`src/rtl/mem_stage.sv`:
```
// RV32I memory stage: issues data-memory requests for loads/stores, stalls the
// front of the pipeline while an access is outstanding, and fills MEM/WB.

package mem_stage_pkg;

    localparam logic [6:0] op_lui   = 7'b0110111;
    localparam logic [6:0] op_auipc = 7'b0010111;
    localparam logic [6:0] op_jal   = 7'b1101111;
    localparam logic [6:0] op_jalr  = 7'b1100111;
    localparam logic [6:0] op_br    = 7'b1100011;
    localparam logic [6:0] op_load  = 7'b0000011;
    localparam logic [6:0] op_store = 7'b0100011;
    localparam logic [6:0] op_imm   = 7'b0010011;
    localparam logic [6:0] op_reg   = 7'b0110011;

    localparam logic [2:0] f3_b  = 3'b000;
    localparam logic [2:0] f3_h  = 3'b001;
    localparam logic [2:0] f3_w  = 3'b010;
    localparam logic [2:0] f3_bu = 3'b100;
    localparam logic [2:0] f3_hu = 3'b101;

    typedef struct packed {
        logic        valid;
        logic [31:0] pc;
        logic [31:0] inst;
        logic [6:0]  opcode;
        logic [2:0]  funct3;
        logic [4:0]  rd_addr;
        logic [4:0]  rs1_addr;
        logic [4:0]  rs2_addr;
        logic [31:0] alu_out;
        logic [31:0] rs2_v;
        logic        regf_we;
        logic [3:0]  regfilemux_sel;
    } ex_mem_stage_reg_t;

    typedef struct packed {
        logic        valid;
        logic [31:0] pc;
        logic [31:0] inst;
        logic [6:0]  opcode;
        logic [2:0]  funct3;
        logic [4:0]  rd_addr;
        logic [4:0]  rs1_addr;
        logic [4:0]  rs2_addr;
        logic [31:0] alu_out;
        logic [31:0] rs2_v;
        logic        regf_we;
        logic [3:0]  regfilemux_sel;
        logic [31:0] dmem_addr;
        logic [3:0]  dmem_rmask;
        logic [3:0]  dmem_wmask;
        logic [31:0] dmem_wdata;
    } mem_wb_stage_reg_t;

endpackage

// state   | meaning
// st_idle | no access outstanding; a legal load/store issues its request this cycle
// st_wait | request issued, waiting for dmem_resp; upstream frozen until it arrives
module mem_stage
    import mem_stage_pkg::*;
(
    input  logic              clk,
    input  logic              rst,
    input  ex_mem_stage_reg_t ex_mem,
    output logic [31:0]       dmem_addr,
    output logic [3:0]        dmem_rmask,
    output logic [3:0]        dmem_wmask,
    output logic [31:0]       dmem_wdata,
    input  logic [31:0]       dmem_rdata,
    input  logic              dmem_resp,
    output logic              mem_stall,
    output mem_wb_stage_reg_t mem_wb,
    output logic [31:0]       mem_rdata
);

    typedef enum logic {
        st_idle,
        st_wait
    } state_t;

    state_t      state;

    logic [1:0]  off;
    logic        is_load;
    logic        is_store;
    logic        aligned;
    logic        mem_op;
    logic        issue;
    logic [3:0]  base_mask;
    logic [3:0]  lane_mask;
    logic [31:0] cur_addr;
    logic [3:0]  cur_rmask;
    logic [3:0]  cur_wmask;
    logic [31:0] cur_wdata;

    logic [31:0] req_addr;
    logic [3:0]  req_rmask;
    logic [3:0]  req_wmask;
    logic [31:0] req_wdata;

    assign off      = ex_mem.alu_out[1:0];
    assign is_load  = (ex_mem.opcode == op_load);
    assign is_store = (ex_mem.opcode == op_store);

    // Unsigned widths exist only for loads; any other funct3 is treated as no access.
    always_comb begin
        base_mask = 4'b0000;
        aligned   = 1'b0;
        case (ex_mem.funct3)
            f3_b: begin
                base_mask = 4'b0001;
                aligned   = is_load | is_store;
            end
            f3_h: begin
                base_mask = 4'b0011;
                aligned   = (is_load | is_store) & ~off[0];
            end
            f3_w: begin
                base_mask = 4'b1111;
                aligned   = (is_load | is_store) & (off == 2'b00);
            end
            f3_bu: begin
                base_mask = 4'b0001;
                aligned   = is_load;
            end
            f3_hu: begin
                base_mask = 4'b0011;
                aligned   = is_load & ~off[0];
            end
            default: begin
                base_mask = 4'b0000;
                aligned   = 1'b0;
            end
        endcase
    end

    assign mem_op    = ex_mem.valid & aligned;
    assign lane_mask = base_mask << off;
    assign cur_addr  = {ex_mem.alu_out[31:2], 2'b00};
    assign cur_rmask = is_load  ? lane_mask : 4'b0000;
    assign cur_wmask = is_store ? lane_mask : 4'b0000;
    assign cur_wdata = ex_mem.rs2_v << {off, 3'b000};

    assign issue = ~rst & (state == st_idle) & mem_op;

    assign dmem_addr  = issue ? cur_addr  : 32'h0;
    assign dmem_rmask = issue ? cur_rmask : 4'h0;
    assign dmem_wmask = issue ? cur_wmask : 4'h0;
    assign dmem_wdata = issue ? cur_wdata : 32'h0;

    assign mem_stall = ~rst & ((state == st_idle) ? mem_op : ~dmem_resp);

    function automatic mem_wb_stage_reg_t to_wb(
        input ex_mem_stage_reg_t e,
        input logic [31:0]       a,
        input logic [3:0]        rm,
        input logic [3:0]        wm,
        input logic [31:0]       wd
    );
        mem_wb_stage_reg_t w;
        w.valid          = e.valid;
        w.pc             = e.pc;
        w.inst           = e.inst;
        w.opcode         = e.opcode;
        w.funct3         = e.funct3;
        w.rd_addr        = e.rd_addr;
        w.rs1_addr       = e.rs1_addr;
        w.rs2_addr       = e.rs2_addr;
        w.alu_out        = e.alu_out;
        w.rs2_v          = e.rs2_v;
        w.regf_we        = e.regf_we;
        w.regfilemux_sel = e.regfilemux_sel;
        w.dmem_addr      = a;
        w.dmem_rmask     = rm;
        w.dmem_wmask     = wm;
        w.dmem_wdata     = wd;
        return w;
    endfunction

    // While stalled only valid drops, so WB sees bubbles and nothing retires twice.
    always_ff @(posedge clk) begin
        if (rst) begin
            state     <= st_idle;
            mem_wb    <= '0;
            mem_rdata <= 32'h0;
            req_addr  <= 32'h0;
            req_rmask <= 4'h0;
            req_wmask <= 4'h0;
            req_wdata <= 32'h0;
        end else begin
            case (state)
                st_idle: begin
                    if (mem_op) begin
                        req_addr     <= cur_addr;
                        req_rmask    <= cur_rmask;
                        req_wmask    <= cur_wmask;
                        req_wdata    <= cur_wdata;
                        mem_wb.valid <= 1'b0;
                        state        <= st_wait;
                    end else begin
                        mem_wb <= to_wb(ex_mem, 32'h0, 4'h0, 4'h0, 32'h0);
                    end
                end
                st_wait: begin
                    if (dmem_resp) begin
                        mem_wb    <= to_wb(ex_mem, req_addr, req_rmask, req_wmask, req_wdata);
                        mem_rdata <= dmem_rdata;
                        state     <= st_idle;
                    end else begin
                        mem_wb.valid <= 1'b0;
                    end
                end
                default: state <= st_idle;
            endcase
        end
    end

endmodule

```
`config.mk`:
```
export PLATFORM = sky130hd
export DESIGN_NAME = mem_stage
export DESIGN_NICKNAME = d
export VERILOG_FILES = /design/src/rtl/mem_stage.sv
export SDC_FILE = /design/constraint.sdc
export NUM_CORES = 1
export LEC_CHECK = 0
export BUFFER_PORTS_ARGS = -buffer_cell sky130_fd_sc_hd__buf_2
export CORE_AREA = 2 2 205 207
export CTS_CLUSTER_DIAMETER = 120
export CTS_CLUSTER_SIZE = 12
export DETAILED_ROUTE_END_ITERATION = 16
export DIE_AREA = 0 0 207 209
export GPL_TIMING_DRIVEN = 1
export SYNTH_ARGS = -nofsm -noshare
export SYNTH_HDL_FRONTEND = slang
export SYNTH_SLANG_ARGS = --single-unit
```
`constraint.sdc`:
```
create_clock -name clk -period 2.7 [get_ports clk]
set_clock_uncertainty 0.15 [all_clocks]
set_input_delay 0.135 -clock clk [delete_from_list [all_inputs] [get_ports clk]]
set_output_delay 0.135 -clock clk [all_outputs]
set_load 0.02 [all_outputs]
```
* Word level (Yosys, flattened, before mapping)
Cells that the tools add are included.
** Word-level totals
- Flip-flop bits (word level) :: 334
- Bits of input ports :: 194
- Output and inout bits :: 336
- Word-level logic and storage cells :: 68
** Operators by class
- Eq/ne operators :: 8
- Shifts and indexed selects :: 2
- Multiplexer cells :: 17
- Bitwise gates (word level) :: 12
- Reduce and logical (&&, ||, !) cells :: 7
** Operator list (number)
- one-hot mux 231 bit (2 select lines) :: 1
- 2-to-1 mux 230 bit :: 2
- 2-to-1 mux 32 bit :: 2
- << shifter 32 x 5 -> 32 bit :: 1
- 2-to-1 mux 4 bit :: 4
- one-hot mux 4 bit (3 select lines) :: 1
- AND 1 bit :: 7
- equality test 7 x 2 -> 1 bit (second input constant) :: 1
- equality test 7 x 6 -> 1 bit (second input constant) :: 1
- equality test 3 bit (second input constant) :: 2
- AND reduction 2 bit :: 3
- 2-to-1 mux 1 bit :: 5
- one-hot mux 1 bit (5 select lines) :: 1
- inequality test 2 bit (second input constant) :: 2
- inverter 1 bit :: 4
- OR reduction 2 bit :: 2
- << shifter 4 x 2 -> 4 bit :: 1
- equality test 3 x 1 -> 1 bit (second input constant) :: 1
- equality test 3 x 2 -> 1 bit (second input constant) :: 1
- zero test 3 bit :: 1
- zero test 2 bit :: 1
- one-hot mux 1 bit (2 select lines) :: 1
- bitwise OR 1 bit :: 1

* Depth between registers and ports, before layout
Gate-level depths: netlist (run 1).
- Word-level depth :: 7
- Mapped depth :: 7
- Mapped depth without buffers :: 4

* Worst setup path before layout (run 1)
Ideal clock, no wire load.
- Path type :: input -> output
- From :: input ex_mem[86] (netlist bit)
- To :: output dmem_wdata[2]
- Data arrival time :: 1922 ps
- Data required time :: 2415 ps
- Path slack :: 493 ps
- Cell stages on the path :: 6
- Buffers on the path :: 2
- Path through :: buf_6 nor4_4 o211ai_4 a211o_1 buf_6 nor4b_1
** Between the ends
- Cells in the longest elaborated chain, start to end :: 5
- Elaborated cells between the ends (all ways) :: 9
- Those cells by class :: eq/ne (4); mux (2); bitwise (2); reduce/logical (1)
** Ends and longest elaborated chain
- start, declared :: line 66 : input ex_mem_stage_reg_t ex_mem,
- equality test 3 bit (tied with other cells) :: line 111 : case (ex_mem.funct3)
- one-hot mux 1 bit (5 select lines) (*) :: line 111
- AND 1 bit (*) :: line 139 : assign mem_op = ex_mem.valid & aligned;
- AND 1 bit (*) :: line 146 : assign issue = ~rst & (state == st_idle) & mem_op;
- 2-to-1 mux 32 bit (*) :: line 151 : assign dmem_wdata = issue ? cur_wdata : 32'h0;
- end, declared :: line 70 : output logic [31:0] dmem_wdata,
Every way passes the cells marked *; elsewhere a longest branch is shown, timed or not.

* Worst setup path in the final report (run 1)
- From :: input ex_mem[84] (netlist bit)
- To :: output dmem_wdata[27]
The elaborated chain is that of the path after synthesis.

==> reports/metrics.yaml, run 1 <==
required_ns: 2.41
fin_crit_sh: 0.9813
slew_violations: 0
async_reset_ff_frac: 0
yosys.area_share.xor_xnor: 0
synth.top_cell.area_share: 0.5047
tightest_slew_ns: 0.9708
avgSynthCellArea_um2: 8.075
setup_ws_ns: 0.05061
placedInstanceArea_um2: 16150
num_vias: 14610
grt_first_pass_wirelength_um: 79290
grt_util_all_layers: 0.2228
synth_top_family_by_area: "compound AO/OA/AOI/OAI gates"
p_per_area_nw_per_um2: 527.9
drt.antenna.violating_nets: 0
dp_hpwl_um: 32740
synth_edf_count: 0
place_congestion: 0.8703
synth_most_common_cell: "dfxtp_1"
cp_num_cells: 8
avgRoutedWirePerCell_um: 18.38
initial_core_util: 0.3190
worstHoldPathType: "in2reg"
clkLatencyLatePin_ns: 0.59
port-buffer-count: 525
cts.sinks: 332
worst_slew_margin_rel: 0.3528
numCtsBuffers: 31
yosys.area_share.simple: 0.1807
rows: 75
die_w_um: 207
finalHoldViolations: 0
cts_tree: "done"
die_h_um: 209
crit_end: "dmem_wdata[27]"
core-area_um2: 41290
critPathMaxFanout: 8
synth_adder_area_share: 0
fin_area_um2: 19190
clockRootBuffer: "clkbuf_16"
overflow: 0
synthCells: 1631
crit_slowest_cell: "dlygate4sd3_1"
clk_path_buf_depth: 3
synth-main-ff-cell: "dfxtp_1"
vdd_drop_max_mv: 0.4569
p_total_w: 0.01013
rsz0062_at_grt: "yes"
outcome: "finished clean"
yosys-top-cells-count: "dfxtp_1 (332), a21oi_1 (319), o21ai_0 (230)"
remaining_drc_errors: 0
place_inst: 2560
die-area_um2: 43260
p_leak_nw: 8.384
ys_ff_latch: 332
post-place-ws_ns: 0.2319
ys_seq_area_frac: 0.5047
max_stage_delay_ns: 0.55
syn_to_final_growth_pct: 45.74
max_freq_mhz: 377.4
synth_warnings: 0
start_kind: "input port"
avgViaCountPerCell: 5.228
synthMuxAreaShare: 0.01216
synth_area_um2: 13170
drive_above_1_share: 0.2832
r2r-end: "mem_wb[208]$_SDFFE_PP0P_"
crit_family: "buffers and inverters"
path_cells: "dlygate4sd3_1 -> buf_2 -> a21oi_1 -> o211ai_4 -> a211o_4 -> clkbuf_16 -> a211oi_1 -> buf_2"
grt_pass1_vias: 14160
clk_pin_slew_worst_paths_ns: 0.07
io_pins: 530
yosys-top-cells-area: "dfxtp_1 (50%), a21oi_1 (12%), o21ai_0 (8.7%)"
hold_depth: 4
drt_iter0_drc: 1221
synth_cell_type_count: 40
wirelength_um: 51390
synth_compound_area_frac: 0.2425
finalSetupTns_ns: 0
reg2reg_slack_ns: 0.54
synth.largest_area_cell: "dfxtp_1"
antenna_found_initial: 1
startpoint: "ex_mem[84]"
num_antenna_cells: 0
min_period_ns: 2.649
worstSetupEndpointType: "output pin"
drv_cap: 0
finalSetupViolCount: 0
num-nets-final: 2450
grt_max_degree: 154
drtPass1Iterations: 6
path_common_cell: "buf_2"
reg2reg_from: "state$_SDFF_PP0_"
cp.arrival_ns: 2.36
r2r_cells: 6
crit_type: "in2out"
htreeDepth: 1
stdcell_count: 2795
path_buf_inv: 4
report_power, final:
group	total (W)	switching, W	internal [W]
clock network	0.00391	0.00180	0.00211
logic	0.00114	0.000647	0.000493
registers	0.00509	0.0000581	0.00503
kinds of logic after synthesis:
kind of cell    after synthesis
compound gates              599
buf+inv                     176
other cells                   1
flops                       332
mux                          16
simple gates                507
metrics by stage:
step	util	hold WS (ns)
after floorplan	-	0.1080
after global placement	0.3912	0.2168
after detailed placement	0.3912	0.2134
after CTS	0.4605	0.009564
after global routing	0.4649	0.01416
final	0.4649	0.02754
cells in the final DEF (no fill, tap or decap), types with 3 or more instances in the layout:
cell type      count
dlygate4sd3_1    191
buf_2            506
nand3b_1           8
o2bb2ai_1          3
nand3_1          166
buf_4             50
nor3_2             5
nor3_1             7
nor2b_1           11
dfxtp_1          331
nand2_1          221
nor2_2             5
a211oi_1          21
nor4b_1            3
or3_1              8
mux2i_1           16
buf_12            10
and2_1            29
nor2_1            28
nor4b_2            3
clkbuf_16         34
a21o_1             3
a211o_1            8
o21ai_0          230
conb_1             4
a21oi_1          319
sequential cells by signal, summed over array words and instances, names as in the netlist:
name and cells:
req_rmask 4, req_addr 30, req_wdata 32, mem_wb 229
mem_rdata 32, state 1, req_wmask 4
per-layer routing:
layer  GRT usage  vias up  share of wire
li1            -     6889              -
met4     0.08596        0          0.036
met3     0.03637      123          0.067
met5           0        -              0
met1      0.2824     6937           0.41
met2      0.3792      664           0.48
timing repair:
action	4_1_cts	5_1_grt
pin swaps	3	2
resized for setup	26	26
setup buffers	4	4
endpoints found under the setup margin	66	62
hold buffers	191	0
hold endpoints to repair	236	0
gates cloned	0	3
worst min-delay path: cells and delay by family:
| family | cells | cell delay, ns |
|---|---|---|
| AOI/OAI and AO/OA | 1 | 0.07 |
| and+or+nand+nor | 1 | 0.13 |
| buffers and inverters | 2 | 0.35 |
layout make-up:
class | instances | area (µm²)
clock inverter | 2 | 38.79
sequential | 332 | 6650
inverter | 2 | 7.507
fill | 4031 | 22090
clock buffer | 31 | 775.7
multi-input combinational | 1126 | 5912
timing repair buffer | 763 | 5136
tap | 539 | 674.4
worst min path at each step:
stage / start / end / slack, ns
2_1_floorplan: ex_mem[5] / req_wdata[0]$_SDFFE_PP0P_ / 0.11
3_3_place_gp: rst / mem_wb[83]$_SDFFE_PP0P_ / 0.22
3_5_place_dp: rst / mem_wb[89]$_SDFFE_PP0P_ / 0.21
4_1_cts: ex_mem[86] / mem_wb[158]$_SDFFE_PP0P_ / 0.01
5_1_grt: ex_mem[86] / mem_wb[158]$_SDFFE_PP0P_ / 0.01
6_report: ex_mem[86] / mem_wb[158]$_SDFFE_PP0P_ / 0.03
Power figures use the tool's default switching activity.
==> run 2: changes to the inputs <==
--- a/config.mk
+++ b/config.mk
@@ -6,11 +6,11 @@
 export NUM_CORES = 1
 export LEC_CHECK = 0
 export BUFFER_PORTS_ARGS = -buffer_cell sky130_fd_sc_hd__buf_2
-export CORE_AREA = 2 2 205 207
+export CORE_AREA = 2 2 208 210
 export CTS_CLUSTER_DIAMETER = 120
 export CTS_CLUSTER_SIZE = 12
 export DETAILED_ROUTE_END_ITERATION = 16
-export DIE_AREA = 0 0 207 209
+export DIE_AREA = 0 0 210 212
 export GPL_TIMING_DRIVEN = 1
 export SYNTH_ARGS = -nofsm -noshare
 export SYNTH_HDL_FRONTEND = slang
==> run 2 against run 1 <==
Flip-flop and latch count stayed put. Largest cell class unchanged. Fmax is 0.35% higher. Highest routed layer unchanged. Clock-buffer cell count stayed put. First-iteration DRC count fell by 19%. Cell area is 0.10% lower. Final cell count up 0.47%. Non-clock buffer count up 5. Critical endpoint is now dmem_wdata[4]. Clock power about the same.
==> reports/metrics.yaml, run 2 (synthesis results as in run 1) <==
outcome: "finished clean"
drt.antenna.violating_nets: 0  # unchanged
avgRoutedWirePerCell_um: 18.91  # +2.9%
required_ns: 2.41  # about the same
finalSetupViolCount: 0  # unchanged
worst_slew_margin_rel: 0.2805  # -0.07231
grt_use_met2: 0.3761  # -0.003093
cp.arrival_ns: 2.36  # about the same
slew_violations: 0  # unchanged
tightest_slew_ns: 1.079  # +0.1085 ns
syn_to_final_growth_pct: 45.59
avgViaCountPerCell: 5.183  # -0.86%
die_h_um: 212  # +1.4%
place_congestion: 0.8600  # -1.2%
remaining_drc_errors: 0  # unchanged
cts.sinks: 332  # unchanged
top_regs: "mem_wb x229, mem_rdata x32, req_wdata x32"
path_buf_inv: 4  # unchanged
crit_type: "in2out"
grt_util_all_layers: 0.2227  # about the same
crit_family: "buffers and inverters"
grt_max_degree: 142  # -7.8%
hold_slack_ns: 0.02622  # -0.001314 ns
drt_iter0_drc: 993  # -19%
clockRootBuffer: "clkbuf_16"
grt_pass1_vias: 14000  # -1.1%
layout_commonest_cell: "buf_2"
dp_hpwl_um: 33180  # +1.3%
met3_usage: 0.04682  # +0.01046
path_cells: "dlygate4sd3_1 -> buf_2 -> nor4_4 -> o211ai_4 -> a211o_4 -> buf_12 -> nor4b_2 -> buf_4"
initial_core_util: 0.3098  # -0.009126
vdd_drop_max_mv: 0.4480  # -2.0%
fin_area_um2: 19170  # -0.10%
drive_above_1_share: 0.2752  # -0.008023
die-area_um2: 44520  # +2.9%
worstSetupEndpointType: "output pin"
finalHoldViolations: 0  # unchanged
grt_first_pass_wirelength_um: 79370  # about the same
max_freq_mhz: 378.8  # +0.35%
p_leak_nw: 8.424  # +0.47%
port-buffer-count: 525  # unchanged
max_flop_register: "mem_wb"
clk_pin_slew_worst_paths_ns: 0.07  # about the same
min_period_ns: 2.640  # -0.009131 ns
wirelength_um: 53100  # +3.3%
final_cell_mix: "buf_2 (522), dfxtp_1 (331), a21oi_1 (318), o21ai_0 (230), nand2_1 (221)"
crit_slowest_cell: "dlygate4sd3_1"
num-nets-final: 2455  # +0.20%
core-area_um2: 42510  # +2.9%
placedInstanceArea_um2: 16110  # -0.24%
overflow: 0  # unchanged
antenna_found_initial: 3  # +2
largest_reg_flops: 229  # unchanged
start_kind: "input port"
die_w_um: 210  # +1.4%
htreeDepth: 1  # unchanged
drv_cap: 0  # unchanged
clk_path_buf_depth: 3  # unchanged
rows: 76  # +1.3%
critPathMaxFanout: 10  # +2
grt_busiest_layer: "met2"
cts_tree: "done"
max_stage_delay_ns: 0.55  # about the same
num_vias: 14560  # -0.40%
rsz0062_at_grt: "yes"
io_pins: 530  # unchanged
use_met1: 0.2787  # -0.003645
clkLatencyLatePin_ns: 0.58  # about the same
drtPass1Iterations: 7  # +1
worstHoldPathType: "in2reg"
fin_crit_sh: 0.9779  # -0.003382
p_per_area_nw_per_um2: 529.3  # +0.26%
numCtsBuffers: 31  # unchanged
run 2: where the power goes:
part | switching (W) | leakage [nW] | internal [W]
clock | 0.00182 | 0.396 | 0.00210
sequential | 0.0000587 | 2.72 | 0.00503
combinational | 0.000651 | 5.31 | 0.000490
total | 0.00253 | 8.42 | 0.00762
run 2: cell type report:
class / count / area [µm²]
Fill cell: 4188 / 23330
Inverter: 2 / 7.507
Clock inverter: 1 / 30.03
Tap cell: 546 / 683.2
Sequential cell: 332 / 6650
Multi-Input combinational cell: 1126 / 5853
Timing Repair Buffer: 768 / 5170
Antenna cell: 2 / 5.005
Clock buffer: 31 / 775.7
run 2: stage by stage:
step                instances  setup WS, ns    util  total power (W)  setup TNS, ns
floorplan                1634        0.4926       -         0.005644              0
global placement         2559        0.1562  0.3791         0.006082              0
detailed placement       2559        0.1257  0.3791         0.006094              0
CTS                      2802      -0.04796  0.4492          0.01024        -0.2389
global route             2808    -0.0007117  0.4511          0.01051     -0.0007117
finish                   2808       0.05974  0.4511          0.01015              0
run 2: final timing paths:
path                              from                    endpoint  slack (ns)  cells past startpoint
min                          dmem_resp     mem_wb[31]$_SDFFE_PP0P_        0.03                      4
max                         ex_mem[90]               dmem_wdata[4]        0.06                      8
max reg2reg           state$_SDFF_PP0_  req_wdata[12]$_SDFFE_PP0P_        0.42                      8
min reg2reg  req_wdata[8]$_SDFFE_PP0P_      mem_wb[8]$_SDFFE_PP0P_        0.30                      2
run 2: worst min-delay path: stages:
cell and delay [ns]:
buf_2 0.13, and2_4 0.29, nand2_1 0.11, a21oi_1 0.05
run 2: per-layer routing:
metal / routed length (µm) / part of all wire
met1: 21720 / 0.41
met2: 25600 / 0.48
met3: 3603 / 0.068
met4: 2173 / 0.041
met5: 0 / 0
run 2: repair_timing:
item,4_1_cts,5_1_grt
pin swaps,3,2
hold buffers,202,0
cloned,1,3
gates resized for setup,16,9
buffers inserted,8,1
hold endpoints to repair,240,0
endpoints found under the setup margin,66,48
==> run 3: changes to the inputs <==
--- a/config.mk
+++ b/config.mk
@@ -7,6 +7,7 @@
 export LEC_CHECK = 0
 export BUFFER_PORTS_ARGS = -buffer_cell sky130_fd_sc_hd__buf_2
 export CORE_AREA = 2 2 208 210
+export CTS_BUF_LIST = sky130_fd_sc_hd__clkbuf_4 sky130_fd_sc_hd__clkbuf_8
 export CTS_CLUSTER_DIAMETER = 120
 export CTS_CLUSTER_SIZE = 12
 export DETAILED_ROUTE_END_ITERATION = 16
==> run 3 against run 2 <==
Global-route usage increased by 0.18 points. Fmax decreased by 3.6%. Worst hold slack improved by 0.082 ns. Total power decreased by 11%. Utilization increased by 0.41 points. Worst setup slack got worse by 0.098 ns. Flip-flop and latch count unchanged. Highest routed layer unchanged. The flow now finishes with violations (setup timing).
==> reports/metrics.yaml, run 3 (synthesis results as in run 1) <==
max_stage_delay_ns: 0.54  # about the same
avgRoutedWirePerCell_um: 18.95  # +0.20%
remaining_drc_errors: 0  # unchanged
clkLatencyLatePin_ns: 0.64  # +0.06 ns
hold_slack_ns: 0.1081  # +0.08185 ns
min-delay-start: "ex_mem[37]"
post-place-ws_ns: 0.1257  # unchanged
p_leak_nw: 8.444  # +0.23%
antenna_found_initial: 3  # unchanged
layout_commonest_cell: "buf_2"
numCtsBuffers: 31  # unchanged
p_per_area_nw_per_um2: 467.1  # -12%
routed.top_layer: "met4"
largest_reg_flops: 229  # unchanged
grt_util_all_layers: 0.2245  # +0.001773
drive_above_1_share: 0.2812  # +0.005988
wl_met3_um: 4121  # +14%
wl_met2_um: 25660  # +0.20%
htreeDepth: 1  # unchanged
finalHoldViolations: 0  # unchanged
syn_to_final_growth_pct: 46.92
start_kind: "input port"
drv_cap: 0  # unchanged
io_pins: 530  # unchanged
crit_slowest_cell: "dlygate4sd3_1"
required_ns: 2.41  # about the same
num_vias: 14710  # +1.1%
dp_hpwl_um: 33180  # unchanged
core-area_um2: 42510  # unchanged
drt_iter0_drc: 1233  # +24%
die_w_um: 210  # unchanged
initial_core_util: 0.3098  # unchanged
violations: "setup timing"
final_cell_mix: "buf_2 (471), dfxtp_1 (331), a21oi_1 (318), o21ai_0 (230), nand2_1 (221)"
worstHoldPathType: "in2reg"
num-nets-final: 2478  # +0.94%
die-area_um2: 44520  # unchanged
grt_first_pass_wirelength_um: 80000  # +0.79%
place_congestion: 0.8600  # unchanged
worstSetupEndpointType: "output pin"
avgViaCountPerCell: 5.196  # +0.24%
crit_type: "in2out"
drt-met1-wl_um: 21450  # -1.3%
max_flop_register: "mem_wb"
rsz0062_at_grt: "yes"
tightest_slew_ns: 1.081  # +0.001821 ns
cts_tree: "done"
cp.arrival_ns: 2.45  # +0.09 ns
drt.antenna.violating_nets: 0  # unchanged
cts.sinks: 332  # unchanged
die_h_um: 212  # unchanged
clk_path_buf_depth: 3  # unchanged
reg2reg_from: "state$_SDFF_PP0_"
min_period_ns: 2.739  # +0.09848 ns
startpoint: "ex_mem[93]"
clockRootBuffer: "clkbuf_8"
grt_max_degree: 142  # unchanged
top_regs: "mem_wb x229, mem_rdata x32, req_wdata x32"
clk_pin_slew_worst_paths_ns: 0.08  # about the same
critPathMaxFanout: 8  # -2
grt_pass1_vias: 14200  # +1.4%
port-buffer-count: 525  # unchanged
fillCellCount: 4169  # -0.45%
max_freq_mhz: 365.1  # -3.6%
outcome: "complete, but fails checks"
path_cells: "dlygate4sd3_1 -> buf_2 -> nor4_4 -> o211ai_4 -> a211o_4 -> buf_16 -> nor3_1 -> buf_2"
worst_slew_margin_rel: 0.2793  # -0.001214
setup_ws_ns: -0.03874  # -0.09848 ns
overflow: 0  # unchanged
drtPass1Iterations: 5  # -2
slew_violations: 0  # unchanged
finalSetupViolCount: 1  # +1
wirelength_um: 53640  # +1.0%
rows: 76  # unchanged
vdd_drop_max_mv: 0.3699  # -17%
fin_crit_sh: 1.014  # +0.03647
path_common_cell: "buf_2"
run 3: cell types whose count changed in the layout (fill, tap and decap cells not counted), sizes merged:
cell / delta
buf: +5
dlygate4sd3: +18
run 3: repair_timing:
| action | in CTS | in global routing |
|---|---|---|
| endpoints found under the setup margin | 67 | 67 |
| setup buffers | 9 | 3 |
| pin swaps | 12 | 2 |
| hold buffers | 220 | 0 |
| resized for setup | 102 | 10 |
| gates cloned | 3 | 3 |
| endpoints found under the hold margin | 268 | 0 |
run 3: area by class of cell:
cell class                      count  area [µm²]  share of cell area
Inverter                            2       7.507           0.0003880
Tap cell                          546       683.2             0.03531
Sequential cell                   332        6650              0.3437
Clock inverter                      1       30.03            0.001552
Multi-Input combinational cell   1126        5953              0.3077
Timing Repair Buffer              791        5594              0.2891
Clock buffer                       31       426.7             0.02205
Antenna cell                        2       5.005           0.0002586
run 3: path summary, 6_finish.rpt:
kind | cells past startpoint | slack, ns | endpoint
hold reg to reg | 2 | 0.29 | mem_wb[8]$_SDFFE_PP0P_
setup reg to reg | 8 | 0.30 | mem_wb[88]$_SDFFE_PP0P_
setup / recovery | 8 | -0.04 | dmem_wdata[8]
hold / removal | 4 | 0.11 | mem_wb[109]$_SDFFE_PP0P_
run 3: stage by stage:
step,area (µm²),TNS [ns],instances,util,total power (W)
3_3_place_gp,16110,0,2559,0.3791,0.006082
4_1_cts,19260,-3.063,2823,0.4531,0.009147
3_5_place_dp,16110,0,2559,0.3791,0.006094
2_1_floorplan,13180,0,1634,-,0.005644
6_report,19350,-0.03874,2831,0.4552,0.009039
5_1_grt,19350,-0.7417,2831,0.4552,0.009390
run 3: critical path: cells and delay by family:
| family | cells | cell delay (ns) |
|---|---|---|
| AOI/OAI and AO/OA | 2 | 0.54 |
| and+or+nand+nor | 2 | 0.66 |
| buffers and inverters | 4 | 1.11 |
run 3: metal layers:
metal / track usage / up-vias
met5: 0 / -
met4: 0.09342 / 0
met3: 0.04904 / 137
met2: 0.3772 / 727
met1: 0.2791 / 6911
li1: - / 6935
run 3: power breakdown:
part / switching [W] / internal, W
combinational: 0.000664 / 0.000494
clock: 0.00169 / 0.00111
sequential: 0.0000581 / 0.00502
